[src/rtl/card_shoe_if.sv]
// card_shoe_if: draw-request / card-delivery bundle between the game FSM (master)
// and the card shoe (slave).
interface card_shoe_if;
    logic       i_req;
    logic       i_seed_strobe;
    logic       o_valid;
    logic [3:0] o_rank;
    logic [1:0] o_suit;
    logic       o_busy;
    logic [5:0] o_cards_left;
    logic       o_reshuffled;
    modport master (
        output i_req, i_seed_strobe,
        input  o_valid, o_rank, o_suit, o_busy, o_cards_left, o_reshuffled
    );
    modport slave (
        input  i_req, i_seed_strobe,
        output o_valid, o_rank, o_suit, o_busy, o_cards_left, o_reshuffled
    );
endinterface

[src/rtl/card_shoe.sv]
// card_shoe: serves one card per request from a 52-card shoe picked by a 16-bit LFSR.
// Define SHOE_TRACK_USED_EN for draws without replacement and automatic reshuffle.
module card_shoe #(
    parameter logic [15:0] LFSR_SEED = 16'hACE1
) (
    input logic        i_clk,
    input logic        i_reset,
    card_shoe_if.slave shoe
);
    typedef enum logic [1:0] {IDLE, SEARCH, DELIVER, SHUFFLE} stateType;
    stateType    state;
    logic [15:0] lfsr, stamp, lfsrStep, lfsrMix;
    logic [5:0]  idx, reqIdx;
    logic [3:0]  idxRank;
    logic [1:0]  idxSuit;
    logic        probeHit;
`ifdef SHOE_TRACK_USED_EN
    logic [51:0] used;
`endif
    always_comb begin
        lfsrStep = {lfsr[14:0], lfsr[15] ^ lfsr[13] ^ lfsr[12] ^ lfsr[10]};
        lfsrMix  = shoe.i_seed_strobe ? lfsrStep ^ stamp : lfsrStep;
        reqIdx   = lfsr[5:0] >= 6'd52 ? lfsr[5:0] - 6'd52 : lfsr[5:0];
        idxSuit  = idx >= 6'd39 ? 2'd3 : idx >= 6'd26 ? 2'd2 : idx >= 6'd13 ? 2'd1 : 2'd0;
        idxRank  = 4'(idx - 6'd13 * {4'd0, idxSuit}) + 4'd1;
`ifdef SHOE_TRACK_USED_EN
        probeHit = used[idx];
`else
        probeHit = 1'b0;
`endif
    end
    always_ff @(posedge i_clk or posedge i_reset) begin
        if (i_reset) begin
            state             <= IDLE;
            lfsr              <= LFSR_SEED;
            stamp             <= '0;
            idx               <= '0;
            shoe.o_valid      <= 1'b0;
            shoe.o_rank       <= '0;
            shoe.o_suit       <= '0;
            shoe.o_busy       <= 1'b0;
            shoe.o_cards_left <= 6'd52;
            shoe.o_reshuffled <= 1'b0;
`ifdef SHOE_TRACK_USED_EN
            used              <= '0;
`endif
        end else begin
            stamp             <= stamp + 16'd1;
            lfsr              <= lfsrMix == 16'd0 ? LFSR_SEED : lfsrMix;
            shoe.o_valid      <= 1'b0;
            shoe.o_reshuffled <= 1'b0;
            case (state)
                IDLE: if (shoe.i_req) begin
                    idx         <= reqIdx;
                    state       <= SEARCH;
                    shoe.o_busy <= 1'b1;
                end
                // linear probe with wrap; at least one card is always free here
                SEARCH: if (probeHit) idx <= idx == 6'd51 ? 6'd0 : idx + 6'd1;
                else begin
                    state        <= DELIVER;
                    shoe.o_valid <= 1'b1;
                    shoe.o_rank  <= idxRank;
                    shoe.o_suit  <= idxSuit;
`ifdef SHOE_TRACK_USED_EN
                    used[idx]         <= 1'b1;
                    shoe.o_cards_left <= shoe.o_cards_left - 6'd1;
`endif
                end
                DELIVER: begin
                    state       <= IDLE;
                    shoe.o_busy <= 1'b0;
`ifdef SHOE_TRACK_USED_EN
                    if (shoe.o_cards_left == 6'd0) begin
                        state             <= SHUFFLE;
                        shoe.o_busy       <= 1'b1;
                        used              <= '0;
                        shoe.o_cards_left <= 6'd52;
                        shoe.o_reshuffled <= 1'b1;
                    end
`endif
                end
                default: begin
                    state       <= IDLE;
                    shoe.o_busy <= 1'b0;
                end
            endcase
        end
    end
endmodule

[src/flat_wrapper.sv]
// flat-port wrapper written by rule: the top's interface ports become plain ports
module card_shoe_flat 
#(
    parameter logic [15:0] LFSR_SEED = 16'hACE1
)
  (i_clk, i_reset, shoe_i_req, shoe_i_seed_strobe, shoe_o_valid, shoe_o_rank, shoe_o_suit, shoe_o_busy, shoe_o_cards_left, shoe_o_reshuffled);
  card_shoe_if shoe_i ();
  input logic i_clk;
  input logic i_reset;
  input wire logic [$bits(shoe_i.i_req)-1:0] shoe_i_req;
  input wire logic [$bits(shoe_i.i_seed_strobe)-1:0] shoe_i_seed_strobe;
  output wire logic [$bits(shoe_i.o_valid)-1:0] shoe_o_valid;
  output wire logic [$bits(shoe_i.o_rank)-1:0] shoe_o_rank;
  output wire logic [$bits(shoe_i.o_suit)-1:0] shoe_o_suit;
  output wire logic [$bits(shoe_i.o_busy)-1:0] shoe_o_busy;
  output wire logic [$bits(shoe_i.o_cards_left)-1:0] shoe_o_cards_left;
  output wire logic [$bits(shoe_i.o_reshuffled)-1:0] shoe_o_reshuffled;
  assign shoe_i.i_req = shoe_i_req;
  assign shoe_i.i_seed_strobe = shoe_i_seed_strobe;
  assign shoe_o_valid = shoe_i.o_valid;
  assign shoe_o_rank = shoe_i.o_rank;
  assign shoe_o_suit = shoe_i.o_suit;
  assign shoe_o_busy = shoe_i.o_busy;
  assign shoe_o_cards_left = shoe_i.o_cards_left;
  assign shoe_o_reshuffled = shoe_i.o_reshuffled;
  card_shoe #(.LFSR_SEED(LFSR_SEED)) u_core (.i_clk(i_clk), .i_reset(i_reset), .shoe(shoe_i));
endmodule
[config.mk]
export PLATFORM = sky130hd
export DESIGN_NAME = card_shoe_flat
export DESIGN_NICKNAME = d
export VERILOG_FILES = /design/src/rtl/card_shoe_if.sv /design/src/rtl/card_shoe.sv /design/src/flat_wrapper.sv
export SDC_FILE = /design/constraint.sdc
export NUM_CORES = 1
export LEC_CHECK = 0
export CORE_ASPECT_RATIO = 0.8
export CORE_UTILIZATION = 58
export DETAILED_ROUTE_END_ITERATION = 8
export PLACE_DENSITY = 0.76
export SLEW_MARGIN = 20
export SYNTH_ARGS = -nofsm -noshare
export SYNTH_HDL_FRONTEND = slang
export SYNTH_SLANG_ARGS = --single-unit
export TNS_END_PERCENT = 5
[constraint.sdc]
create_clock -name i_clk -period 3.05 [get_ports i_clk]
set_input_delay 0.7625 -clock i_clk [delete_from_list [all_inputs] [get_ports i_clk]]
set_output_delay 0.7625 -clock i_clk [all_outputs]
set_load 0.01 [all_outputs]
After elaboration in Yosys (flattened, before gate mapping)
Index checks and enable logic that the tools add are counted.
- $add $sub $neg: 4
- $mul: 1
- $lt $le $gt $ge: 4
- equal/unequal tests: 2
- mux-type cells: 11
- bitwise gates (word level): 5
- reduce and logical (&&, ||, !) cells: 4
- operators by type and width (cell ; count):
    16-bit 2-to-1 mux ; 2
    16-bit by 1-bit adder with 16-bit output (second input constant) ; 1
    16-bit zero test ; 1
    16-bit XOR ; 1
    6-bit greater-or-equal comparator (second input constant) ; 2
    6-bit by 4-bit greater-or-equal comparator with 1-bit output (second input constant) ; 1
    6-bit by 5-bit greater-or-equal comparator with 1-bit output (second input constant) ; 1
    2-bit 2-to-1 mux ; 3
    6-bit 2-to-1 mux ; 1
    6-bit subtractor (second input constant) ; 1
    4-bit by 1-bit adder with 4-bit output (second input constant) ; 1
    4-bit by 2-bit multiplier with 4-bit output (first input constant) ; 1
    2-bit case mux with 2 select lines ; 1
    2-bit AND reduction ; 2
    4-bit subtractor ; 1
    1-bit 2-to-1 mux ; 3
    1-bit XOR ; 3
    2-bit by 1-bit equality test with 1-bit output (second input constant) ; 1
    2-bit zero test ; 1
    2-bit != test (second input constant) ; 1
    1-bit case mux with 2 select lines ; 1
    1-bit NOT ; 1
- register bits: 48
- input bits: 4
- output and inout port bits: 15
- word-level logic and storage cells: 39

Logic depth before layout (Yosys ltp)
Gate-level depths: netlist of run 1.
- word-level depth: 7
- gate-level depth with buffers: 11
- depth with buffers taken out: 11

Least setup slack after synthesis of run 1
Ideal clock, no wire load.
- kind: reg2reg
- from: reg u_core.idx[3]
- to: reg u_core.shoe.o_rank[3]
- library setup time: 0.132 ns
- arrival: 2.359 ns
- data required time: 2.918 ns
- slack: 0.559 ns
- cell stages (with the launch flop): 11
- buffers on the path: 1
- period minus slack after synthesis: 2.491 ns
- cells stage by stage: dfrtp_1 clkbuf_1 o21ai_1 a222oi_1 inv_1 ha_1 fa_1 xnor2_1 xnor2_1 xnor2_1 o21ai_1
- longest elaborated chain between the ends: 7
- elaborated cells on any way between the ends: 9
- classes of those cells: 2 x add/sub; 1 x mul; 3 x order compare; 3 x mux
- ends and longest elaborated chain (item ; line ; source):
    start, declared ; card_shoe.sv:13 ; logic [5:0] idx, reqIdx;
    start signal, assigned ; card_shoe.sv:54 ; idx <= reqIdx;
    start signal, assigned ; card_shoe.sv:59 ; SEARCH: if (probeHit) idx <= idx == 6'd51 ? 6'd0 : idx + 6'd1;
    6-bit by 4-bit greater-or-equal comparator with 1-bit output ; card_shoe.sv:24 ; idxSuit = idx >= 6'd39 ? 2'd3 : idx >= 6'd26 ? 2'd2 : idx >= 6'd13 ? 2'd1 : 2'd0;
    1-bit 2-to-1 mux ; card_shoe.sv:24 ;
    2-bit 2-to-1 mux ; card_shoe.sv:24 ;
    2-bit 2-to-1 mux * ; card_shoe.sv:24 ;
    net u_core.idxSuit[0] ; card_shoe.sv:15 ; logic [1:0] idxSuit;
    4-bit by 2-bit multiplier with 4-bit output * ; card_shoe.sv:25 ; idxRank = 4'(idx - 6'd13 * {4'd0, idxSuit}) + 4'd1;
    4-bit subtractor * ; card_shoe.sv:25 ;
    4-bit by 1-bit adder with 4-bit output * ; card_shoe.sv:25 ;
    end signal, assigned ; card_shoe.sv:63 ; shoe.o_rank <= idxRank;
    end, declared ; card_shoe_if.sv:18 ; output o_valid, o_rank, o_suit, o_busy, o_cards_left, o_reshuffled
Mark *: on every way through the listed nets, which the timed path passes. The rest lies on a longest branch.
A chain may end at the register's enable or synchronous reset.

Worst setup path in the final report of run 1
- from: reg u_core.idx[0]
- to: reg u_core.shoe.o_rank[3]
The elaborated chain is that of the path after synthesis.

==> impl_metrics.toml, run 1 <==
[placement]
preCtsSetupSlack_ps = 359
dp_cells = 328
port_buffers = 11
place_congestion = 0.825
dpl.hpwl_um = 3740

[routing]
drt_first_pass_iters = 8
ant_nets = 0
dr_total_vias = 1888
drc = 0
wirelength_um = 5150
via_per_inst = 5.62
wl_per_cell_um = 15.3
drt_iter0_drc = 166

[timing]
grt_setup_unrepaired = "false"
relSlewSlack = 0.593
worst_slack_ps = 399
min_period_ps = 2650
clock.fmax_ghz = 0.377
period_share = 0.869
setup_viol = 0
fin_setup_tns_ps = 0
finClkSkew_ps = 14.2
slew_violations = 0
tightest_slew_ps = 606
hold_violations = 0

[worst_setup_path]
crit_path_max_fanout = 5
cpPeakStageDelay_ps = 460
cp_num_buf_inv = 1
cp_top_family = "adder cells"
arrival_ps = 2840
cp_cell_sequence = "nor2_1, o21ai_1, a222oi_1, inv_1, ha_1, fa_1, xnor2_1, xnor2_1, xnor2_1, o21ai_1"
crit_type = "register to register"
cp.required_ps = 3240
end_kind = "register"
startpoint_type = "register"
cp_slowest_cell = "fa_1"
cp_common_cell = "xnor2_1"

[power]
power.density_mw_per_mm2 = 966
ir_drop_v = 0.000475
p_leak_nw = 1.24

[synthesis]
synth_mux_area_frac = 0.0165
synth.top_cells.by_area = "dfrtp_1 38%, xnor2_1 11%, dfstp_2 7.9%"
synth_top_area_cell = "dfrtp_1"
synth_flop_cell = "dfrtp_1"
synth_compound_area_frac = 0.104
synth_seq_area_share = 0.457
synthAdderAreaFrac = 0.0406
synth_warnings = 6
yosysUniqueCellTypes = 43
postSynthCellCount = 270
synth_top_family_by_area = "simple AND/OR/NAND/NOR gates"
synth_edf_count = 0
ys_seq_elements = 48
synth_top_area_frac = 0.377
netlist_area_mm2 = 0.00265
synthXorXnorAreaFrac = 0.145
synthArstFlopShare = 1.00
synth_area_per_cell_um2 = 9.82
synth-simple-area-share = 0.169

[clocking]
post-cts-setup-buffer-count = 0
cts.clk_slew.worst_paths_ps = 90
cts_resized = 0
root_buffer = "clkbuf_8"
clockBufferDepth = 2
cts_tree = "built"
cts_sinks = 48
cts_buffers = 5
h-tree-depth = 2
insertion_delay_ps = 310
hold_buffers = 0

[global_routing]
overflow = 0
grt_pass1_wl_um = 8630
grt_pass1_vias = 1845
antenna_found_initial = 0
grt_max_degree = 27
grt_usage = 0.236

[floorplan]
die_h_um = 62.5
die-area_mm2 = 0.00485
io_pins = 19
rows = 21
die_x_um = 77.6
core_mm2 = 0.00428
initial_core_util = 0.619

[final_layout]
drive_above_1_share = 0.111
area.growth.synth_to_final_pct = 9.10
layoutNonFillerInstCount = 336
n_antenna_cell = 0
final_nets = 290

[outcome]
status = "completed"

[min_path]
holdCritPathClass = "register to register"

[job]
maxCapViolCount = 0
[cell usage after synthesis, types with 2 or more instances]
master and instances:
dfrtp_1 40, nand2_1 40, xnor2_1 32, o21ai_1 17, inv_1 15, nor2_1 13
xor2_1 12, o21ai_0 11, nand3_1 10, buf_4 8, dfstp_2 8, clkbuf_1 7
ha_1 7, nand4_1 7, a22oi_1 5, nor4bb_1 5, buf_2 3, mux2_2 3
and3_1 2, nand2b_1 2
[layer usage]
| metal | vias to the layer above | track usage | routed length (µm) |
|---|---|---|---|
| li1 | 900 | - | - |
| met1 | 918 | 0.339 | 2500 |
| met2 | 56 | 0.351 | 2250 |
| met3 | 14 | 0.0540 | 309 |
| met4 | 0 | 0.0849 | 95 |
| met5 | - | 0 | 0 |
[worst paths after layout]
| path | start | end | slack (ps) | cells past startpoint |
|---|---|---|---|---|
| max in group asynchronous | i_reset | u_core.shoe.o_suit[0] | 1750 | 3 |
| min reg2reg | u_core.shoe.o_rank[0] | u_core.shoe.o_rank[0] | 490 | 2 |
| min | u_core.shoe.o_rank[0] | u_core.shoe.o_rank[0] | 490 | 2 |
| max | u_core.idx[0] | u_core.shoe.o_rank[3] | 400 | 10 |
| max reg2reg | u_core.idx[0] | u_core.shoe.o_rank[3] | 400 | 10 |
| min in group asynchronous | i_reset | u_core.lfsr[12] | 790 | 2 |
[cells in the final DEF (no fill, tap or decap), types with 2 or more instances in the layout]
cell type | synthesis | routed
a22oi_1 | 5 | 5
and3_1 | 2 | 2
buf_4 | 8 | 3
clkbuf_8 | 0 | 5
clkdlybuf4s50_1 | 0 | 11
conb_1 | 1 | 7
dfrtp_1 | 40 | 40
dfstp_2 | 8 | 8
ha_1 | 7 | 7
inv_1 | 15 | 14
inv_2 | 1 | 2
mux2_2 | 3 | 3
nand2_1 | 40 | 40
nand2b_1 | 2 | 2
nand3_1 | 10 | 10
nand4_1 | 7 | 7
nor2_1 | 13 | 13
nor4bb_1 | 5 | 5
o21ai_0 | 11 | 11
o21ai_1 | 17 | 17
xnor2_1 | 32 | 32
xor2_1 | 12 | 12
[final cells by class]
| type | count | area (µm²) |
|---|---|---|
| Fill cell | 348 | 1390 |
| Multi-Input combinational cell | 192 | 1290 |
| Sequential cell | 48 | 1210 |
| Timing Repair Buffer | 15 | 153 |
| Tap cell | 57 | 71.3 |
| Clock buffer | 5 | 68.8 |
| Inverter | 16 | 60.1 |
| Clock inverter | 3 | 42.5 |
[worst reg2reg max path: stages, from the launching register on]
cell	delay [ps]
dfrtp_1	440
nor2_1	160
o21ai_1	90
a222oi_1	390
inv_1	90
ha_1	350
fa_1	460
xnor2_1	200
xnor2_1	160
xnor2_1	130
o21ai_1	70
[sequential cells by signal, summed over array words and instances, names as in the netlist]
signal and count:
u_core.shoe.o_valid 1, u_core.lfsr 16, u_core.shoe.o_suit 2, u_core.shoe.o_rank 4, u_core.stamp 16, u_core.idx 6
u_core.shoe.o_busy 1, u_core.state 2
[report_power, final]
part,leakage [nW],switching (mW),internal [mW]
Sequential,0.585,0.261,0.876
Combinational,0.605,0.590,0.603
Clock,0.0541,0.222,0.243
Total,1.24,1.07,1.72
[stage by stage]
stage	instance area, µm²	hold WS [ps]	total power [mW]	utilization
3_5_place_dp	2780	473	2.31	0.650
4_1_cts	2890	494	2.79	0.676
6_report	2890	487	2.79	0.676
2_1_floorplan	2680	443	1.99	-
3_3_place_gp	2780	460	2.26	0.650
5_1_grt	2890	513	2.99	0.676
[kinds of logic after synthesis]
| kind of cell | count (synthesis) |
|---|---|
| AO/OA/AOI/OAI | 42 |
| XOR/XNOR | 44 |
| adder cells (fa/ha/maj) | 8 |
| buffers and inverters | 36 |
| flip-flops | 48 |
| multiplexers | 4 |
| other | 1 |
| AND/OR/NAND/NOR | 87 |
No activity file was read; power rests on OpenSTA's default activity.
==> run 2: changes to the inputs <==
--- a/config.mk
+++ b/config.mk
@@ -7,6 +7,7 @@
 export LEC_CHECK = 0
 export CORE_ASPECT_RATIO = 0.8
 export CORE_UTILIZATION = 58
+export CTS_CLUSTER_DIAMETER = 40
 export DETAILED_ROUTE_END_ITERATION = 8
 export PLACE_DENSITY = 0.76
 export SLEW_MARGIN = 20
==> results of run 2 <==
Final layout, timing and power as in run 1 (identical DEF).
==> run 3: changes to the inputs <==
--- a/config.mk
+++ b/config.mk
@@ -7,7 +7,7 @@
 export LEC_CHECK = 0
 export CORE_ASPECT_RATIO = 0.8
 export CORE_UTILIZATION = 58
-export CTS_CLUSTER_DIAMETER = 40
+export CTS_CLUSTER_DIAMETER = 100
 export DETAILED_ROUTE_END_ITERATION = 8
 export PLACE_DENSITY = 0.76
 export SLEW_MARGIN = 20
==> results of run 3 <==
Final layout, timing and power as in run 1 (identical DEF).
